$ cat src/rtl/tw_cmd_sequencer_pkg.sv
// Shared definitions for the three-wire blocks.
// Contents: sequencer FSM state encodings, r_w encodings, counter sizing helper.
package tw_cmd_sequencer_pkg;

  localparam int unsigned TW_ST_W = 3;

  // Sequencer FSM states
  localparam logic [TW_ST_W-1:0] ST_IDLE      = 3'd0;
  localparam logic [TW_ST_W-1:0] ST_LAUNCH    = 3'd1;
  localparam logic [TW_ST_W-1:0] ST_WAIT_BUSY = 3'd2;
  localparam logic [TW_ST_W-1:0] ST_WAIT_DONE = 3'd3;
  localparam logic [TW_ST_W-1:0] ST_RESPOND   = 3'd4;

  // Three-wire transfer direction
  localparam logic TW_RW_READ  = 1'b0;
  localparam logic TW_RW_WRITE = 1'b1;

  // Bits needed to count 0..max_val (at least one bit)
  function automatic int unsigned tw_cnt_bits(input int unsigned max_val);
    return (max_val < 2) ? 1 : $clog2(max_val + 1);
  endfunction

endpackage

$ cat src/rtl/tw_cmd_fifo.sv
// Command queue for the three-wire sequencer: synchronous FIFO with show-ahead
// head output and an occupancy count.
// Ports: in_clk/in_rst (async, active-high); i_push/i_data write side;
// i_pop read side; o_data head entry; o_full/o_empty flags; o_level count.
module tw_cmd_fifo #(
  parameter int unsigned DEPTH = 4,
  parameter int unsigned WIDTH = 26
) (
  input  logic                    in_clk,
  input  logic                    in_rst,
  input  logic                    i_push,
  input  logic [WIDTH-1:0]        i_data,
  input  logic                    i_pop,
  output logic [WIDTH-1:0]        o_data,
  output logic                    o_full,
  output logic                    o_empty,
  output logic [$clog2(DEPTH):0]  o_level
);

  localparam int unsigned PTR_W = (DEPTH > 1) ? $clog2(DEPTH) : 1;
  localparam int unsigned LVL_W = $clog2(DEPTH) + 1;

  logic [WIDTH-1:0] r_mem [DEPTH];
  logic [PTR_W-1:0] r_wr_ptr;
  logic [PTR_W-1:0] r_rd_ptr;
  logic [LVL_W-1:0] r_level;
  logic             w_push_ok;
  logic             w_pop_ok;

  assign o_full    = (r_level == LVL_W'(DEPTH));
  assign o_empty   = (r_level == '0);
  assign w_push_ok = i_push & ~o_full;
  assign w_pop_ok  = i_pop & ~o_empty;
  assign o_data    = r_mem[r_rd_ptr];
  assign o_level   = r_level;

  // Storage: contents are don't-care until written, so no reset
  always_ff @(posedge in_clk) begin
    if (w_push_ok) r_mem[r_wr_ptr] <= i_data;
  end

  // Pointers wrap naturally because DEPTH is a power of two
  always_ff @(posedge in_clk or posedge in_rst) begin
    if (in_rst) begin
      r_wr_ptr <= '0;
      r_rd_ptr <= '0;
      r_level  <= '0;
    end else begin
      if (w_push_ok) r_wr_ptr <= r_wr_ptr + PTR_W'(1);
      if (w_pop_ok)  r_rd_ptr <= r_rd_ptr + PTR_W'(1);
      case ({w_push_ok, w_pop_ok})
        2'b10:   r_level <= r_level + LVL_W'(1);
        2'b01:   r_level <= r_level - LVL_W'(1);
        default: r_level <= r_level;
      endcase
    end
  end

endmodule

$ cat src/rtl/tw_cmd_sequencer.sv
// Queues host read/write commands and plays them one at a time into a
// three-wire master, returning one response (data + timeout flag) per command.
// Ports: in_clk/in_rst (async, active-high); in_cmd_* / out_cmd_ready host
// command channel; out_rsp_* / in_rsp_ready response channel; out_tw_* and
// in_tw_* master handshake; out_fifo_level queue occupancy; out_idle.
module tw_cmd_sequencer
  import tw_cmd_sequencer_pkg::*;
#(
  parameter int unsigned ADDR_BITS      = 9,
  parameter int unsigned DATA_BITS      = 16,
  parameter int unsigned FIFO_DEPTH     = 4,
  parameter int unsigned TIMEOUT_CYCLES = 255
) (
  input  logic                         in_clk,
  input  logic                         in_rst,
  input  logic                         in_cmd_valid,
  output logic                         out_cmd_ready,
  input  logic                         in_cmd_r_w,
  input  logic [ADDR_BITS-1:0]         in_cmd_addr,
  input  logic [DATA_BITS-1:0]         in_cmd_wr_data,
  output logic                         out_rsp_valid,
  input  logic                         in_rsp_ready,
  output logic [DATA_BITS-1:0]         out_rsp_data,
  output logic                         out_rsp_timeout,
  output logic                         out_tw_start,
  output logic                         out_tw_r_w,
  output logic [ADDR_BITS-1:0]         out_tw_addr,
  output logic [DATA_BITS-1:0]         out_tw_wr_data,
  input  logic                         in_tw_busy,
  input  logic [DATA_BITS-1:0]         in_tw_rd_data,
  output logic [$clog2(FIFO_DEPTH):0]  out_fifo_level,
  output logic                         out_idle
);

  localparam int unsigned ENTRY_W = 1 + ADDR_BITS + DATA_BITS;
  localparam int unsigned CNT_W   = tw_cnt_bits(TIMEOUT_CYCLES);
  // Last counter value of a wait phase: TIMEOUT_CYCLES cycles are allowed
  localparam logic [CNT_W-1:0] CNT_LAST = CNT_W'(TIMEOUT_CYCLES - 1);

  logic [TW_ST_W-1:0]   r_state,       w_state_nxt;
  logic                 r_tw_start,    w_tw_start_nxt;
  logic                 r_tw_r_w,      w_tw_r_w_nxt;
  logic [ADDR_BITS-1:0] r_tw_addr,     w_tw_addr_nxt;
  logic [DATA_BITS-1:0] r_tw_wr_data,  w_tw_wr_data_nxt;
  logic                 r_rsp_valid,   w_rsp_valid_nxt;
  logic [DATA_BITS-1:0] r_rsp_data,    w_rsp_data_nxt;
  logic                 r_rsp_timeout, w_rsp_timeout_nxt;
  logic [CNT_W-1:0]     r_cnt,         w_cnt_nxt;

  logic                 w_full;
  logic                 w_empty;
  logic                 w_push;
  logic                 w_pop;
  logic                 w_expired;
  logic [ENTRY_W-1:0]   w_head;

  assign w_push    = in_cmd_valid & ~w_full;
  assign w_pop     = (r_state == ST_IDLE) & ~w_empty;
  assign w_expired = (r_cnt == CNT_LAST);

  tw_cmd_fifo #(
    .DEPTH (FIFO_DEPTH),
    .WIDTH (ENTRY_W)
  ) u_fifo (
    .in_clk  (in_clk),
    .in_rst  (in_rst),
    .i_push  (w_push),
    .i_data  ({in_cmd_r_w, in_cmd_addr, in_cmd_wr_data}),
    .i_pop   (w_pop),
    .o_data  (w_head),
    .o_full  (w_full),
    .o_empty (w_empty),
    .o_level (out_fifo_level)
  );

  // Next-state and next-output logic
  always_comb begin
    w_state_nxt       = r_state;
    w_tw_start_nxt    = r_tw_start;
    w_tw_r_w_nxt      = r_tw_r_w;
    w_tw_addr_nxt     = r_tw_addr;
    w_tw_wr_data_nxt  = r_tw_wr_data;
    w_rsp_valid_nxt   = r_rsp_valid;
    w_rsp_data_nxt    = r_rsp_data;
    w_rsp_timeout_nxt = r_rsp_timeout;
    w_cnt_nxt         = r_cnt;

    case (r_state)
      ST_IDLE: begin
        if (!w_empty) begin
          w_tw_r_w_nxt     = w_head[ENTRY_W-1];
          w_tw_addr_nxt    = w_head[DATA_BITS +: ADDR_BITS];
          w_tw_wr_data_nxt = w_head[DATA_BITS-1:0];
          w_state_nxt      = ST_LAUNCH;
        end
      end
      ST_LAUNCH: begin
        w_tw_start_nxt = 1'b1;
        w_cnt_nxt      = '0;
        w_state_nxt    = ST_WAIT_BUSY;
      end
      ST_WAIT_BUSY: begin
        // Start is a level: the master only samples it on its slow clock
        if (in_tw_busy) begin
          w_tw_start_nxt = 1'b0;
          w_cnt_nxt      = '0;
          w_state_nxt    = ST_WAIT_DONE;
        end else if (w_expired) begin
          w_tw_start_nxt    = 1'b0;
          w_rsp_data_nxt    = '0;
          w_rsp_timeout_nxt = 1'b1;
          w_rsp_valid_nxt   = 1'b1;
          w_state_nxt       = ST_RESPOND;
        end else begin
          w_cnt_nxt = r_cnt + CNT_W'(1);
        end
      end
      ST_WAIT_DONE: begin
        if (!in_tw_busy) begin
          w_rsp_data_nxt    = (r_tw_r_w == TW_RW_READ) ? in_tw_rd_data : '0;
          w_rsp_timeout_nxt = 1'b0;
          w_rsp_valid_nxt   = 1'b1;
          w_state_nxt       = ST_RESPOND;
        end else if (w_expired) begin
          w_rsp_data_nxt    = '0;
          w_rsp_timeout_nxt = 1'b1;
          w_rsp_valid_nxt   = 1'b1;
          w_state_nxt       = ST_RESPOND;
        end else begin
          w_cnt_nxt = r_cnt + CNT_W'(1);
        end
      end
      ST_RESPOND: begin
        if (in_rsp_ready) begin
          w_rsp_valid_nxt = 1'b0;
          w_state_nxt     = ST_IDLE;
        end
      end
      default: begin
        w_tw_start_nxt  = 1'b0;
        w_rsp_valid_nxt = 1'b0;
        w_state_nxt     = ST_IDLE;
      end
    endcase
  end

  // State and output registers; reset drops any in-flight command
  always_ff @(posedge in_clk or posedge in_rst) begin
    if (in_rst) begin
      r_state       <= ST_IDLE;
      r_tw_start    <= 1'b0;
      r_tw_r_w      <= 1'b0;
      r_tw_addr     <= '0;
      r_tw_wr_data  <= '0;
      r_rsp_valid   <= 1'b0;
      r_rsp_data    <= '0;
      r_rsp_timeout <= 1'b0;
      r_cnt         <= '0;
    end else begin
      r_state       <= w_state_nxt;
      r_tw_start    <= w_tw_start_nxt;
      r_tw_r_w      <= w_tw_r_w_nxt;
      r_tw_addr     <= w_tw_addr_nxt;
      r_tw_wr_data  <= w_tw_wr_data_nxt;
      r_rsp_valid   <= w_rsp_valid_nxt;
      r_rsp_data    <= w_rsp_data_nxt;
      r_rsp_timeout <= w_rsp_timeout_nxt;
      r_cnt         <= w_cnt_nxt;
    end
  end

  assign out_cmd_ready   = ~w_full;
  assign out_idle        = w_empty & (r_state == ST_IDLE);
  assign out_tw_start    = r_tw_start;
  assign out_tw_r_w      = r_tw_r_w;
  assign out_tw_addr     = r_tw_addr;
  assign out_tw_wr_data  = r_tw_wr_data;
  assign out_rsp_valid   = r_rsp_valid;
  assign out_rsp_data    = r_rsp_data;
  assign out_rsp_timeout = r_rsp_timeout;

endmodule

$ cat config.mk
export PLATFORM = sky130hd
export DESIGN_NAME = tw_cmd_sequencer
export DESIGN_NICKNAME = d
export VERILOG_FILES = /design/src/rtl/tw_cmd_sequencer_pkg.sv /design/src/rtl/tw_cmd_fifo.sv /design/src/rtl/tw_cmd_sequencer.sv
export SDC_FILE = /design/constraint.sdc
export NUM_CORES = 1
export LEC_CHECK = 0
export CELL_PAD_IN_SITES_DETAIL_PLACEMENT = 1
export CELL_PAD_IN_SITES_GLOBAL_PLACEMENT = 1
export CORE_MARGIN = 5
export CORE_UTILIZATION = 41
export CTS_CLUSTER_SIZE = 12
export DETAILED_ROUTE_END_ITERATION = 8
export HOLD_SLACK_MARGIN = 0.06
export PLACE_DENSITY = 0.83
export SLEW_MARGIN = 20
export SYNTH_ARGS = -nofsm -noshare
export SYNTH_HDL_FRONTEND = slang
export SYNTH_SLANG_ARGS = --single-unit
export TNS_END_PERCENT = 30
$ cat constraint.sdc
create_clock -name in_clk -period 2.3 [get_ports in_clk]
set_input_delay 0.46 -clock in_clk [delete_from_list [all_inputs] [get_ports in_clk]]
set_output_delay 0.46 -clock in_clk [all_outputs]
set_load 0.05 [all_outputs]
==> flow_metrics.env <==
export IMPL_grt_max_degree=64
export IMPL_power_w=0.0123
export IMPL_h_tree_depth=4
export IMPL_place_gp_congestion=0.765
export IMPL_die_w_um=135
export IMPL_irDropWorstVdd_v=0.000937
export IMPL_grt_overflow_total=0
export IMPL_final_layout_size_suffix_gt1_share_pct=22.9
export IMPL_dr_pass1_iters=4
export IMPL_fp_dieH_um=135
export IMPL_yosysWarnings=0
export IMPL_synth_async_reset_ratio_pct=37.7
export IMPL_nets=517
export IMPL_fmax_mhz=468
export IMPL_top_usage_layer="met2"
export IMPL_critPathTopFamily="buffers and inverters"
export IMPL_combPwrFrac_pct=40.1
export IMPL_placed_area_um2=7790
export IMPL_antenna_cells=0
export IMPL_cts_tree="done"
export IMPL_antenna_found_initial=0
export IMPL_clk_pin_slew_ps=60
export IMPL_placement_rows=45
export IMPL_p_clk_share_pct=23.4
export IMPL_dieArea_um2=18400
export IMPL_drc=0
export IMPL_rsz0062_at_grt="no"
export IMPL_area_growth_synth_to_final_pct=30.0
export IMPL_wl_per_cell_um=20.3
export IMPL_ys_seq_area_share_pct=72.8
export IMPL_fin_crit_ps=2140
export IMPL_use_met3_pct=5.35
export IMPL_via_per_inst=5.16
export IMPL_fin_area_um2=8390
export IMPL_post_place_ws_ps=11.8
export IMPL_synth_edf_count=104
export IMPL_hold_path_class="in2async"
export IMPL_start_util_pct=42.2
export IMPL_finalSetupTns_ps=0
export IMPL_p_leak_nw=3.09
export IMPL_clockBufferDepth=2
export IMPL_worst_pin_slew_ps=534
export IMPL_io_pins=97
export IMPL_critPathKind="reg2out"
export IMPL_postRouteAntennaNets=0
export IMPL_cpPeakStageDelay_ps=840
export IMPL_cp_num_buf_inv=1
export IMPL_path_cells="clkdlybuf4s50_1"
export IMPL_synth_cells=348
export IMPL_hold_viol=0
export IMPL_cts_root_buf="clkbuf_16"
export IMPL_yosysUniqueCellTypes=43
export IMPL_drt_iter0_drc=187
export IMPL_clk_latency_ps=420
export IMPL_cts_made_buffers=17
export IMPL_crit_required_ps=1840
export IMPL_max_slew_margin_rel_pct=64.3
export IMPL_cp_max_fo=4
export IMPL_coreArea_um2=15300
export IMPL_end_kind="output pin"
export IMPL_skew_ps=8.89
export IMPL_cp_start_kind="flip-flop"
export IMPL_grt_first_pass_wirelength_um=22700
export IMPL_post_route_period_util_pct=92.9
export IMPL_syn_avg_cell_area_um2=18.6
export IMPL_worst_slack_ps=164
export IMPL_r2r_slack_ps=240
export IMPL_io_buffers=96
export IMPL_worst_ep_arrival_time_ps=1680
export IMPL_cts_num_sinks=167
export IMPL_synth_ff_type="edfxtp_1"
export IMPL_grt_util_all_layers_pct=16.5
export IMPL_slew_violations=0
export IMPL_seqPwrFrac_pct=36.5
export IMPL_grt_pass1_vias=4046
export IMPL_outcome="complete, no violations"
export IMPL_power_density_nw_per_um2=1470
export IMPL_cap_violations=0
export IMPL_p_sw_share_pct=36.1
export IMPL_cp_slowest_cell="clkdlybuf4s50_1"
export IMPL_grtUsageMet1_pct=20.0
export IMPL_p_sw_w=0.00445
export IMPL_finalWirelength_um=13900
export IMPL_syn_cell_area_um2=6460
export IMPL_synth_seq_cells=167
export IMPL_syn_num_nets=403
export IMPL_use_met2_pct=28.2
export IMPL_hpwl_um=8830
export IMPL_p_int_w=0.00788
export IMPL_finalSetupViolCount=0
export IMPL_vias=3542
## layout by cell type, fill, tap and decap left out, types with 3 or more instances in the layout
cell type,count
xnor2_1,3
a21oi_1,6
buf_12,6
o21ai_0,6
dfrtp_2,4
dfrtp_1,59
nor2b_1,3
clkdlybuf4s50_1,94
inv_1,9
mux2_2,27
edfxtp_1,104
a41oi_1,3
mux4_2,26
nand3_1,5
bufinv_16,3
nand2_1,11
ha_1,7
nor2_1,8
a22o_1,16
xor2_1,3
clkbuf_16,17
buf_4,9
clkinv_4,3
and3_1,6
## power groups by stage
| stage | registers, W | logic, W | clock network, W |
|---|---|---|---|
| floorplan | 0.00577 | 0.00211 | 0 |
| global placement | 0.00450 | 0.00490 | 0 |
| detailed placement | 0.00456 | 0.00503 | 0 |
| CTS | 0.00452 | 0.00505 | 0.00295 |
| global route | 0.00460 | 0.00528 | 0.00311 |
| finish | 0.00450 | 0.00495 | 0.00288 |
## routing by layer
layer / vias up / wire length, µm
met3: 11 / 776
met5: - / 0
met1: 1841 / 5940
li1: 1585 / -
met2: 105 / 7080
met4: 0 / 131
## synthesized netlist by cell type (all sizes together), types with 2 or more instances
library cell	count	area share, %
mux2	27	4.7
o21ai	6	0.47
a22o	16	2.2
o41ai	2	0.27
edfxtp	104	48
a21oi	6	0.47
clkbuf	2	0.12
nor2	9	0.56
nor2b	3	0.29
nand3	6	0.47
buf	13	1.4
nor4	2	0.43
xnor2	3	0.41
dfrtp	63	24
xor2	3	0.41
ha	7	1.4
nand4	2	0.19
a41oi	3	0.41
inv	10	0.58
nand2	11	0.64
a31o	2	0.27
mux4	26	9.1
nor3	3	0.31
and3	6	0.58
## flip-flops by register name, summed over array words and instances, names as in the netlist, 2 cells and up
| signal | flops |
|---|---|
| u_fifo.r_mem | 104 |
| out_rsp_data | 16 |
| out_tw_wr_data | 16 |
| out_tw_addr | 9 |
| r_cnt | 8 |
| r_state | 3 |
| u_fifo.o_level | 3 |
| u_fifo.r_rd_ptr | 2 |
| u_fifo.r_wr_ptr | 2 |
## cells by family after synthesis
kind of cell / synth area share, %
AND/OR/NAND/NOR: 4.01
adder cells (fa/ha/maj): 1.67
buffers and inverters: 2.05
flip-flops: 72.8
XOR/XNOR: 0.814
AO/OA/AOI/OAI: 4.88
multiplexers: 13.8
## timing repair
item | 4_1_cts | 5_1_grt
setup buffers | 0 | 0
hold buffers | 0 | 0
resized for setup | 1 | 0
setup endpoints to repair | 1 | 0
## stage by stage
stage | std cells | util (%) | hold WS [ps]
final | 686 | 54.8 | 436
after global routing | 686 | 54.8 | 465
after CTS | 686 | 54.8 | 446
after detailed placement | 654 | 50.8 | 480
after global placement | 654 | 50.8 | 476
after floorplan | 348 | - | 482
## path summary, 6_finish.rpt
path / cells after the start / from / end
setup reg to reg: 7 / r_state[2]$_DFFE_PP0P_ / u_fifo.o_level[2]$_DFFE_PP0P_
setup / recovery: 1 / u_fifo.o_level[2]$_DFFE_PP0P_ / out_fifo_level[2]
min in group in_clk: 1 / out_rsp_data[10]$_DFFE_PP0P_ / out_rsp_data[10]$_DFFE_PP0P_
hold / removal: 3 / in_rst / out_rsp_data[10]$_DFFE_PP0P_
hold reg to reg: 1 / out_rsp_data[10]$_DFFE_PP0P_ / out_rsp_data[10]$_DFFE_PP0P_
max in group asynchronous: 3 / in_rst / u_fifo.r_rd_ptr[0]$_DFFE_PP0P_
## final cells by class
class | instances | area (µm²)
flip-flops and latches | 167 | 4700
repair buffers | 110 | 1140
well taps | 211 | 264
clock inverters | 11 | 146
multi-input cells | 156 | 1640
clock buffers | 21 | 460
fillers | 1421 | 6920
inverters | 10 | 37.5
Power figures use the tool's default switching activity.
==> patch: new RTL, same settings <==
Register the output `out_fifo_level`, with the module's reset; this adds one clock of latency there. The other outputs are not delayed to match.
--- a/src/rtl/tw_cmd_sequencer.sv
+++ b/src/rtl/tw_cmd_sequencer.sv
@@ -38,4 +38,6 @@
   localparam logic [CNT_W-1:0] CNT_LAST = CNT_W'(TIMEOUT_CYCLES - 1);
 
+  logic [$clog2(FIFO_DEPTH):0] out_fifo_level_d;
+
   logic [TW_ST_W-1:0]   r_state,       w_state_nxt;
   logic                 r_tw_start,    w_tw_start_nxt;
@@ -71,5 +73,5 @@
     .o_full  (w_full),
     .o_empty (w_empty),
-    .o_level (out_fifo_level)
+    .o_level (out_fifo_level_d)
   );
 
@@ -180,4 +182,12 @@
   assign out_rsp_timeout = r_rsp_timeout;
 
+  always_ff @(posedge in_clk or posedge in_rst) begin
+    if (in_rst) begin
+      out_fifo_level <= '0;
+    end else begin
+      out_fifo_level <= out_fifo_level_d;
+    end
+  end
+
 endmodule
 
Formal check against the unedited RTL: not equivalent (Yosys sat finds a counterexample within 4 cycles, from zero or initial values and one cycle with in_rst high).
==> patch against the original RTL <==
Worst setup slack worse by 22 ps. Core utilization is 0.74 points lower. Highest routed layer unchanged. Critical endpoint is now out_tw_r_w. Cell area increased by 3.1%. Total power grew 3.3%. Largest power group unchanged. Routed wire length increased by 8.9%. Clock skew rose by 1.4 ps. Sequential cell count up 3. Synthesized area up 4.5%.
==> patch: results (changes against the original RTL) <==
stage	metric	value	unit	change
synthesis	Mapped Nets	416		+3.2%
power_and_ir_drop	Worst VDD drop	0.000846	V	-9.8%
detailed_routing	final wirelength	15.2	mm	+8.9%
detailed_routing	vias	3694		+4.3%
final_layout	max reg flops	104		unchanged
final_layout	fillers	1505		+5.9%
clock_network	root buffer cell	clkbuf_16		
synthesis	register area share after synthesis	70.8	%	-2.0 points
clock_network	# H-tree levels	4		unchanged
placement	Detail Placement HPWL	9.62	mm	+8.9%
synthesis	Synth cell types	48		+12%
final_layout	Nets	530		+2.5%
grt	first-pass GRT wire length	24.3	mm	+7.3%
worst_setup_path	CP Data Arrival Time	1700	ps	+20 ps
power_and_ir_drop	cell leakage power	3.25	nW	+5.4%
grt	vias in the first global route	4209		+4.0%
grt	initial antenna violation count	0		unchanged
sta	Worst Clk Skew	10.3	ps	+1.44 ps
grt	total track usage	16.5	%	about the same
synthesis	count of flip-flops with a built-in enable after synthesis	104		unchanged
synthesis	Commonest cells post-synth	edfxtp_1 (104), dfrtp_1 (66), a22o_1 (19)		
sta	Rel. slew slack	62.0	%	-2.3 points
detailed_routing	drt first-iter violations	137		-27%
worst_setup_path	CP peak stage delay	860	ps	+20 ps
run_status	status	finished, final reports clean		
clock_network	# resized after CTS	0		-1
grt	largest net degree at the start of global routing	30		-53%
placement	RePlAce Congestion	0.796		+4.0%
worst_setup_path	Worst path slowest cell	clkdlybuf4s50_1		
worst_setup_path	CP max FO	3		-1
placement	port bufs	96		unchanged
synthesis	Async SR Flop Fraction	38.8	%	+1.1 points
synthesis	Synth area leaders	edfxtp_1 (46%), dfrtp_1 (24%), mux4_2 (6.0%), mux2_4 (4.0%), mux4_1 (3.1%)		
final_layout	ratio of cells with drive above 1 in the final layout	20.7	%	-2.3 points
clock_network	clk buf depth	2		unchanged
## patch: cell types whose count changed after synthesis, sizes merged, moves of 2 or more
cell / change
nor2: -2
and3: +3
o41ai: -2
a22o: +3
dfrtp: +3
a41oi: -3
o21ai: +5
## patch: worst paths after layout
path,depth (start not counted),slack (ps),start,end
min,2,420,in_rst,out_rsp_data[11]
min in group in_clk,0,450,u_fifo.o_level[1],out_fifo_level[1]
max,1,140,out_tw_r_w,out_tw_r_w
max reg2reg,10,260,u_fifo.o_level[0],u_fifo.o_level[2]
max in group asynchronous,3,1330,in_rst,out_tw_addr[2]
min reg2reg,0,450,u_fifo.o_level[1],out_fifo_level[1]
## patch: report_power, final
part	switching [mW]	total [mW]	leakage, nW	internal, mW
Sequential	0.543	4.70	1.77	4.16
Combinational	2.96	5.21	1.20	2.25
Clock	1.19	2.82	0.282	1.63
Total	4.69	12.7	3.25	8.05
## patch: cell families after synthesis
kind of cell / count (synthesis) / share of synthesized area, %
flops: 170 / 70.8
mux: 54 / 14.8
simple gates: 49 / 4.21
compound gates: 48 / 5.25
buf+inv: 26 / 2.60
fa+ha+maj: 8 / 1.60
xor+xnor: 6 / 0.779
## patch: final cells by class
| class | count | area share [%] |
|---|---|---|
| Inverter | 11 | 0.477 |
| Timing Repair Buffer | 110 | 13.6 |
| Multi-Input combinational cell | 165 | 20.9 |
| Tap cell | 216 | 3.12 |
| Sequential cell | 170 | 55.2 |
| Clock inverter | 14 | 1.68 |
| Clock buffer | 18 | 5.08 |
## patch: stage by stage
step                      cells  cell area (um2)  setup slack [ps]  power [mW]  hold WS (ps)
after floorplan             361             6750              99.2        8.30           395
after global placement      672             8060              90.0        9.80           416
after detailed placement    672             8060              31.4        10.0           420
after CTS                   704             8650              36.8        12.9           429
after global routing        704             8650              46.9        13.4           448
final                       704             8650               142        12.7           419
## patch: per-layer routing
layer | wire [um] | vias to the layer above | GRT usage (%)
met5 | 0 | - | 0
li1 | - | 1641 | -
met2 | 7690 | 122 | 27.6
met4 | 253 | 0 | 5.56
met1 | 6540 | 1906 | 20.7
met3 | 679 | 25 | 4.76
